$ cat src/rtl/mul_pkg.sv
// Shared definitions for the sequential multiplier: FSM state encoding,
// legal operand widths and counter sizing.
package mul_pkg;

  typedef enum logic [1:0] {
    S_IDLE = 2'b00,
    S_RUN  = 2'b01,
    S_FIX  = 2'b10,
    S_DONE = 2'b11
  } state_t;

  localparam int unsigned WIDTH_MIN = 8;
  localparam int unsigned WIDTH_MAX = 32;

  // Legal widths are the powers of two between the limits: 8, 16, 32.
  function automatic bit width_legal(input int unsigned w);
    return (w >= WIDTH_MIN) && (w <= WIDTH_MAX) && ((w & (w - 1)) == 0);
  endfunction

  // Iteration counter must reach WIDTH itself without wrapping.
  function automatic int unsigned cnt_bits(input int unsigned w);
    return $clog2(w) + 1;
  endfunction

endpackage

$ cat src/rtl/mul_seq32_if.sv
// Request/result bundle of the sequential multiplier.
// master drives the request side, slave is the multiplier itself.
interface mul_seq32_if
  import mul_pkg::*;
#(
  parameter int unsigned WIDTH = 32
) ();

  logic                   start;
  logic                   flush;
  logic                   signed_op;
  logic [WIDTH-1:0]       a;
  logic [WIDTH-1:0]       b;
  logic                   busy;
  logic                   done;
  logic [2*WIDTH-1:0]     prod;
  logic                   ovf;

  modport master (
    output start, flush, signed_op, a, b,
    input  busy, done, prod, ovf
  );

  modport slave (
    input  start, flush, signed_op, a, b,
    output busy, done, prod, ovf
  );

endinterface

$ cat src/rtl/adder32.sv
// Common 32-bit ripple adder cell with carry in/out.
module adder32 (
  input  logic [31:0] i_a,
  input  logic [31:0] i_b,
  input  logic        i_cin,
  output logic [31:0] o_sum,
  output logic        o_cout
);

  assign {o_cout, o_sum} = {1'b0, i_a} + {1'b0, i_b} + {32'b0, i_cin};

endmodule

$ cat src/rtl/mul_step.sv
// One combinational add-and-shift iteration of the multiplier, plus the
// two's-complement negation used by the sign-fix cycle.
module mul_step
  import mul_pkg::*;
#(
  parameter int unsigned WIDTH = 32
) (
  input  logic [WIDTH-1:0]   i_mcand,
  input  logic [2*WIDTH-1:0] i_prod,
  output logic [2*WIDTH-1:0] o_step,
  output logic [2*WIDTH-1:0] o_neg
);

  logic [31:0] w_add_a;
  logic [31:0] w_add_b;
  logic [31:0] w_sum;
  logic        w_cout;
  logic        w_carry;

  assign w_add_a = 32'(i_prod[2*WIDTH-1:WIDTH]);
  assign w_add_b = 32'(i_mcand);

  adder32 u_add (
    .i_a   (w_add_a),
    .i_b   (w_add_b),
    .i_cin (1'b0),
    .o_sum (w_sum),
    .o_cout(w_cout)
  );

  // Narrow widths run zero-padded through the 32-bit cell, so their carry
  // lands at bit WIDTH of the sum; at full width it is the cell carry-out.
  assign w_carry = w_cout | (|(w_sum >> WIDTH));

  // Conditionally add the multiplicand into the upper half, then shift right.
  always_comb begin
    o_step = i_prod >> 1;
    if (i_prod[0]) begin
      o_step = {w_carry, w_sum[WIDTH-1:0], i_prod[WIDTH-1:1]};
    end
  end

  assign o_neg = -i_prod;

endmodule

$ cat src/rtl/mul_seq32.sv
// Sequential shift-add multiplier (MUL/IMUL), one iteration per cycle.
// Optional feature macro: MUL_SIGNED_EN enables signed operation (IMUL)
// via magnitude multiply followed by a one-cycle negation (FIX state).
module mul_seq32
  import mul_pkg::*;
#(
  parameter int unsigned WIDTH = 32
) (
  input  logic     clk,
  input  logic     reset,
  mul_seq32_if.slave bus
);

  localparam int unsigned CW = cnt_bits(WIDTH);

  if (!width_legal(WIDTH)) begin : g_bad_width
    $error("mul_seq32: WIDTH must be 8, 16 or 32");
  end

  state_t             r_state;
  logic               r_busy;
  logic               r_done;
  logic               r_ovf;
  logic               r_neg;
  logic               r_sgn;
  logic [WIDTH-1:0]   r_mcand;
  logic [2*WIDTH-1:0] r_prod;
  logic [CW-1:0]      r_cnt;

  logic               w_sgn;
  logic [WIDTH-1:0]   w_a_mag;
  logic [WIDTH-1:0]   w_b_mag;
  logic [2*WIDTH-1:0] w_step;
  logic [2*WIDTH-1:0] w_negp;

`ifdef MUL_SIGNED_EN
  assign w_sgn = bus.signed_op;
`else
  assign w_sgn = 1'b0;
`endif

  // Signed operands are multiplied as magnitudes; the sign is restored in FIX.
  assign w_a_mag = (w_sgn && bus.a[WIDTH-1]) ? -bus.a : bus.a;
  assign w_b_mag = (w_sgn && bus.b[WIDTH-1]) ? -bus.b : bus.b;

  mul_step #(
    .WIDTH(WIDTH)
  ) u_step (
    .i_mcand(r_mcand),
    .i_prod (r_prod),
    .o_step (w_step),
    .o_neg  (w_negp)
  );

  // Overflow: upper half is not the zero/sign extension of the lower half.
  function automatic logic f_ovf(input logic [2*WIDTH-1:0] p, input logic s);
    if (s) begin
      return p[2*WIDTH-1:WIDTH] != {WIDTH{p[WIDTH-1]}};
    end
    return p[2*WIDTH-1:WIDTH] != '0;
  endfunction

  // FSM, iteration counter and result registers.
  always_ff @(posedge clk) begin
    if (reset) begin
      r_state <= S_IDLE;
      r_busy  <= 1'b0;
      r_done  <= 1'b0;
      r_ovf   <= 1'b0;
      r_neg   <= 1'b0;
      r_sgn   <= 1'b0;
      r_mcand <= '0;
      r_prod  <= '0;
      r_cnt   <= '0;
    end else if (bus.flush) begin
      r_state <= S_IDLE;
      r_busy  <= 1'b0;
      r_done  <= 1'b0;
    end else begin
      r_done <= 1'b0;
      case (r_state)
        S_IDLE, S_DONE: begin
          r_state <= S_IDLE;
          if (bus.start) begin
            r_state <= S_RUN;
            r_busy  <= 1'b1;
            r_mcand <= w_a_mag;
            r_prod  <= {{WIDTH{1'b0}}, w_b_mag};
            r_cnt   <= '0;
            r_sgn   <= w_sgn;
            r_neg   <= w_sgn & (bus.a[WIDTH-1] ^ bus.b[WIDTH-1]);
          end
        end
        S_RUN: begin
          r_prod <= w_step;
          r_cnt  <= r_cnt + CW'(1);
          if (r_cnt == CW'(WIDTH - 1)) begin
            if (r_neg) begin
              r_state <= S_FIX;
            end else begin
              r_state <= S_DONE;
              r_busy  <= 1'b0;
              r_done  <= 1'b1;
              r_ovf   <= f_ovf(w_step, r_sgn);
            end
          end
        end
        S_FIX: begin
          r_prod  <= w_negp;
          r_state <= S_DONE;
          r_busy  <= 1'b0;
          r_done  <= 1'b1;
          r_ovf   <= f_ovf(w_negp, r_sgn);
        end
        default: begin
          r_state <= S_IDLE;
          r_busy  <= 1'b0;
        end
      endcase
    end
  end

  assign bus.busy = r_busy;
  assign bus.done = r_done;
  assign bus.prod = r_prod;
  assign bus.ovf  = r_ovf;

endmodule
$ cat src/flat_wrapper.sv
// flat-port wrapper written by rule: the top's interface ports become plain ports
module mul_seq32_flat import mul_pkg::*;
#(
  parameter int unsigned WIDTH = 32
)
  (clk, reset, bus_start, bus_flush, bus_signed_op, bus_a, bus_b, bus_busy, bus_done, bus_prod, bus_ovf);
  mul_seq32_if #(.WIDTH(WIDTH)) bus_i ();
  input  logic clk;
  input  logic reset;
  input wire logic [$bits(bus_i.start)-1:0] bus_start;
  input wire logic [$bits(bus_i.flush)-1:0] bus_flush;
  input wire logic [$bits(bus_i.signed_op)-1:0] bus_signed_op;
  input wire logic [$bits(bus_i.a)-1:0] bus_a;
  input wire logic [$bits(bus_i.b)-1:0] bus_b;
  output wire logic [$bits(bus_i.busy)-1:0] bus_busy;
  output wire logic [$bits(bus_i.done)-1:0] bus_done;
  output wire logic [$bits(bus_i.prod)-1:0] bus_prod;
  output wire logic [$bits(bus_i.ovf)-1:0] bus_ovf;
  assign bus_i.start = bus_start;
  assign bus_i.flush = bus_flush;
  assign bus_i.signed_op = bus_signed_op;
  assign bus_i.a = bus_a;
  assign bus_i.b = bus_b;
  assign bus_busy = bus_i.busy;
  assign bus_done = bus_i.done;
  assign bus_prod = bus_i.prod;
  assign bus_ovf = bus_i.ovf;
  mul_seq32 #(.WIDTH(WIDTH)) u_core (.clk(clk), .reset(reset), .bus(bus_i));
endmodule
$ cat config.mk
export PLATFORM = sky130hd
export DESIGN_NAME = mul_seq32_flat
export DESIGN_NICKNAME = d
export VERILOG_FILES = /design/src/rtl/mul_pkg.sv /design/src/rtl/mul_seq32_if.sv /design/src/rtl/adder32.sv /design/src/rtl/mul_step.sv /design/src/rtl/mul_seq32.sv /design/src/flat_wrapper.sv
export SDC_FILE = /design/constraint.sdc
export NUM_CORES = 1
export LEC_CHECK = 0
export ABC_AREA = 0
export CAP_MARGIN = 20
export CORE_ASPECT_RATIO = 1.2
export CORE_MARGIN = 5
export CORE_UTILIZATION = 50
export DETAILED_ROUTE_END_ITERATION = 12
export GPL_ROUTABILITY_DRIVEN = 1
export PLACE_DENSITY_LB_ADDON = 0.15
export SYNTH_ARGS = -nofsm -noshare
export SYNTH_HDL_FRONTEND = slang
export SYNTH_SLANG_ARGS = --single-unit
$ cat constraint.sdc
create_clock -name clk -period 4.7 [get_ports clk]
set_input_delay 0.94 -clock clk [delete_from_list [all_inputs] [get_ports clk]]
set_output_delay 0.94 -clock clk [all_outputs]
set_load 0.005 [all_outputs]
==> results of run 1 <==
==> sequential cells by signal, summed over array words and instances (netlist names) <==
register	flops
u_core.r_mcand	32
u_core.bus.prod	64
u_core.r_state	2
u_core.r_cnt	6
u_core.bus.done	1
u_core.bus.ovf	1
u_core.bus.busy	1
==> cell families after synthesis <==
family / Yosys count / share of synthesized area
simple gates: 413 / 0.234
compound gates: 357 / 0.282
fa+ha+maj: 37 / 0.0559
buf+inv: 106 / 0.0497
flops: 107 / 0.255
xor+xnor: 94 / 0.0979
mux: 20 / 0.0254
==> cell usage in the layout, fill, tap and decap left out, drive strengths merged, types with 7 or more instances in the layout <==
master	n
nand3b	7
buf	19
or2	8
or4	13
mux2	11
nand2	168
inv	19
or3	18
nor2	94
a21oi	122
xnor2	50
o211ai	30
nor3	31
clkdlybuf4s50	133
a22o	14
o21ai	57
mux2i	9
xor2	44
nand4	13
ha	36
a21o	15
clkbuf	10
a22oi	28
nor4	16
o21a	8
dfxtp	107
a221o	26
nand3	12
==> final timing paths <==
check / from / to / slack [ns] / cells after the start
hold / removal: u_core.r_mcand[28] / u_core.r_mcand[28] / 0.46 / 2
setup / recovery: u_core.bus.prod[9] / u_core.bus.ovf / 0.84 / 10
hold reg to reg: u_core.r_mcand[28] / u_core.r_mcand[28] / 0.46 / 2
setup reg to reg: u_core.bus.prod[9] / u_core.bus.ovf / 0.84 / 10
==> power by group through the flow <==
stage,Sequential [mW],Combinational (mW),Clock (mW)
final,1.00,0.705,0.775
after global routing,1.01,0.770,0.827
after CTS,1.00,0.701,0.794
after detailed placement,1.02,0.695,0
after global placement,1.02,0.691,0
after floorplan,1.01,0.468,0
==> critical path, stage by stage (launching register included) <==
cell       delay [ns]
dfxtp_1          0.39
or4_1            0.62
nor3_1           0.32
nand4_1          0.16
buf_4            0.22
or3_1            0.42
or4_1            0.50
a211o_1          0.33
a2111oi_2        0.48
a31oi_1          0.16
o31a_1           0.13
==> metal layers <==
metal	routed length (um)	part of all wire
met4	617	0.024
met2	12600	0.49
met1	11100	0.43
met5	0	0
met3	1650	0.064
==> cell type report <==
| class | instances | area (um2) | area share |
|---|---|---|---|
| flip-flops and latches | 107 | 2140 | 0.212 |
| inverters | 15 | 56.3 | 0.00557 |
| clock inverters | 6 | 53.8 | 0.00533 |
| well taps | 216 | 270 | 0.0268 |
| repair buffers | 152 | 1470 | 0.146 |
| multi-input cells | 921 | 5860 | 0.581 |
| clock buffers | 10 | 239 | 0.0237 |
==> impl_metrics.csv, run 1 <==
group,metric,value,unit
floorplanning,start_util,0.503,
clocking,cts_root_buf,"clkbuf_16",
synth,syn_inst,1134,
synth,synth_area_leaders,"dfxtp_1 (25%), nand2_1 (7.5%), a21oi_1 (7.3%)",
final_layout,antenna_cells,0,
floorplanning,row_count,52,
sta,relSlewSlack,0.479,
floorplanning,dieHeight,152,um
power,p_clk_frac,0.312,
power,seq_power_share,0.404,
drt,vias,8722,
synth,synth_edf_count,0,
global_route,grt-ovfl-total,0,
drt,ant_nets,0,
placement,place_congestion,0.892,
synth,netlist.area_leader.share,0.255,
sta,skew,0.0120,ns
global_route,grt_most_used_layer,"met2",
critical_path,arrival,4.11,ns
final_layout,stdcell_count,1427,
global_route,grt_pass1_wl,42100,um
synth,syn_area,8410,um2
synth,synth_nets,1240,
critical_path,cp_max_fo,11,
clocking,clk_pin_slew_worst_paths,0.08,ns
drt,drtIter0Drc,501,
critical_path,required,4.95,ns
sta,tns,0,ns
synth,yosys.area.top_type,"dfxtp_1",
drt,viasPerCell,6.11,
floorplanning,core,16700,um2
clocking,cts_tree,"yes",
placement,hpwlAfterDp,18100,um
global_route,antenna_found_initial,0,
sta,timing.final.crit_share,0.820,
clocking,holdBufCountCts,0,
clocking,cts_buffers,9,
critical_path,critical_path_class,"reg2reg",
sta,max_slew.worst_pin.slew,0.781,ns
floorplanning,ios,136,
final_layout,fill_cells,1630,
drt,drt_pass1_iterations,5,
global_route,groute.layer.met2.usage,0.440,
global_route,grt_usage,0.258,
floorplanning,die-area,19500,um2
clocking,htreeDepth,3,
global_route,grtUsageMet3,0.0488,
clocking,clockBufferDepth,2,
sta,rsz0062_at_grt,"no",
status,status,"completed",
drt,drc,0,
global_route,grt_util_met1,0.324,
synth,yosys-top-cells-count,"nand2_1 (168), a21oi_1 (122), dfxtp_1 (107)",
clocking,clkSinkCount,107,
final_layout,final_nets,1312,
sta,maxSlewViolCount,0,
floorplanning,die_w,128,um
global_route,grt_max_degree,67,
synth,ys_seq_elements,107,
drt,routed_wl,26000,um
placement,dpl-instance-area,9810,um2
final_layout,final_util,0.604,
sta,fin_ws,0.845,ns
sta,holdWs,0.461,ns
drt,wl_per_cell,18.2,um
sta,setup_violations,0,
power,p_leak,3.75,nW
clocking,post-cts-setup-buffers,0,
sta,fmax,259,MHz
final_layout,final_area,10100,um2
placement,place.port_buffers,134,
synth,syn_avg_cell_area,7.42,um2
synth,ys_types,72,
job,cap_violations,0,
power,cellPowerDensity,246,nW/um2
power,power,2.48,mW
critical_path,critPathLaunchType,"flip-flop",
worst_hold_path,min_path_type,"reg2reg",
final_layout,drive_gt1_frac,0.0537,
final_layout,syn2layout_area_growth,20.1,%
critical_path,cp-end-kind,"flip-flop",
synth,ys_seq_area_frac,0.255,
power,vdd_drop_max,0.186,mV
power,switching_share,0.338,
synth,synthArstFlopShare,0,
sta,finalHoldViolCount,0,
synth,synth-main-ff-cell,"dfxtp_1",
power,comb_power_share,0.284,
placement,post-place-ws,0.900,ns
power,p_int,1.64,mW
clocking,clk_latency,0.37,ns
power,power.switching,839,uW
sta,period_needed,3.86,ns
global_route,grt_pass1_vias,8352,
synth,yosys.cell_count.top_type,"nand2_1",
clocking,cts.repair.resized,0,
placement,dp_cells,1411,
synth,ys_warn_count,0,
Power figures use the tool's default switching activity.
==> inputs of run 2 (changes only) <==
Clock period 4.7 ns to 3.1 ns, I/O delays scaled along.
==> run 2 against run 1 <==
Compared with the run above: the flow now finishes with violations (negative setup slack); cell count increased by 13%; total power rose by 67%; worst setup slack got worse by 1.1 ns; first-iteration DRC count grew 27%; critical path type unchanged; critical endpoint unchanged.
==> impl_metrics.csv, run 2 (synthesis gave the netlist of run 1 again) <==
group,metric,value,unit
global_route,grt_max_degree,70,
clocking,cts_buffers,9,
sta,fmax,302,MHz
floorplanning,core,16700,um2
final_layout,final_cell_mix,"buf_4 (201), nand2_1 (168), clkdlybuf4s50_1 (133)",
placement,hpwlAfterDp,20500,um
final_layout,final_util,0.713,
placement,place_congestion,0.971,
status,violations,"negative setup slack",
drt,ant_nets,0,
floorplanning,die_w,128,um
floorplanning,ios,136,
global_route,grt-ovfl-total,0,
critical_path,worstRegToRegCells,11,
drt,viasPerCell,6.03,
final_layout,syn2layout_area_growth,41.8,%
drt,drtIter0Drc,638,
sta,maxSlewViolCount,0,
critical_path,critical_path_class,"reg2reg",
sta,timing.final.crit_share,1.07,
floorplanning,row_count,52,
floorplanning,dieHeight,152,um
sta,relSlewSlack,0.478,
clocking,clockBufferDepth,2,
final_layout,final_area,11900,um2
clocking,clk_pin_slew_worst_paths,0.08,ns
sta,finalHoldViolCount,0,
clocking,holdBufCountCts,0,
clocking,clk_latency,0.37,ns
sta,fin_ws,-0.210,ns
floorplanning,die-area,19500,um2
critical_path,worstSetupStartpoint,"u_core.bus.prod[32]",
drt,drc,0,
sta,setup_violations,3,
drt,wl_per_cell,17.9,um
critical_path,required,3.36,ns
critical_path,arrival,3.58,ns
worst_hold_path,min_path_type,"reg2reg",
clocking,cts_root_buf,"clkbuf_16",
critical_path,critPathLaunchType,"flip-flop",
final_layout,fill_cells,1378,
global_route,grt_pass1_wl,46400,um
sta,skew,0.00978,ns
drt,vias,9738,
global_route,grt_usage,0.286,
global_route,grt_pass1_vias,9471,
sta,max_slew.worst_pin.slew,0.783,ns
sta,holdWs,0.463,ns
status,status,"complete, but fails checks",
clocking,htreeDepth,3,
critical_path,reg2reg_from,"u_core.bus.prod[32]",
final_layout,final_common_cell,"buf_4",
sta,tns,-0.365,ns
power,power,4.14,mW
clocking,cts_tree,"yes",
drt,drt_pass1_iterations,5,
sta,rsz0062_at_grt,"yes",
final_layout,drive_gt1_frac,0.220,
job,cap_violations,0,
final_layout,antenna_cells,0,
sta,period_needed,3.31,ns
global_route,antenna_found_initial,0,
placement,place.port_buffers,134,
critical_path,cp-end-kind,"flip-flop",
final_layout,final_nets,1501,
drt,routed_wl,28900,um
placement,dpl-instance-area,11200,um2
worst_hold_path,min-delay-start,"u_core.r_mcand[25]",
worst_hold_path,hold_depth,2,
clocking,clkSinkCount,107,
final_layout,largest_reg_flops,64,
power,vdd_drop_max,0.295,mV
floorplanning,start_util,0.503,
critical_path,cp_max_fo,6,
power,p_leak,4.78,nW
power,cellPowerDensity,347,nW/um2
## run 2: final cells by class
cell class	count	area, um2	share of cell area
multi-input cells	921	6230	0.522
clock buffers	9	225	0.0189
repair buffers	341	2920	0.245
flip-flops and latches	107	2150	0.180
inverters	15	56.3	0.00472
well taps	216	270	0.0227
clock inverters	7	83.8	0.00703
## run 2: worst paths after layout
path | slack [ns] | to
max | -0.21 | u_core.bus.ovf
max reg2reg | -0.21 | u_core.bus.ovf
min | 0.46 | u_core.r_mcand[25]
min reg2reg | 0.46 | u_core.r_mcand[25]
## run 2: worst max-delay path: stages (launching register included)
cell	delay, ns
dfxtp_2	0.34
buf_6	0.13
or4_4	0.53
or4_4	0.46
or3_4	0.38
or2_4	0.26
nor4_4	0.15
xnor2_1	0.12
a2111o_1	0.35
a2111oi_2	0.22
a31oi_1	0.15
o31a_1	0.13
## run 2: through the flow
stage | worst slack, ns | cells
global placement | -0.350 | 1589
finish | -0.210 | 1616
global route | -0.279 | 1616
detailed placement | -0.426 | 1589
floorplan | -0.188 | 1134
CTS | -0.218 | 1610
## run 2: power by group
part / switching (mW) / internal (mW) / leakage (nW) / total, mW
clock network: 0.594 / 0.642 / 0.149 / 1.24
logic: 0.727 / 0.697 / 3.76 / 1.42
registers: 0.0451 / 1.44 / 0.872 / 1.48
## run 2: metal layers
layer,up-vias,routed length [um],GRT usage
li1,4680,-,-
met1,4603,11800,0.345
met2,379,14200,0.494
met3,76,1820,0.0435
met4,0,1080,0.131
met5,-,0,0
## run 2: what timing repair did
item                                   4_1_cts  5_1_grt
cloned                                       0        0
pin swaps                                   18       34
gates resized for setup                     38       43
setup endpoints to repair                   12       14
buffers inserted                             5        7
endpoints found under the hold margin        0        0
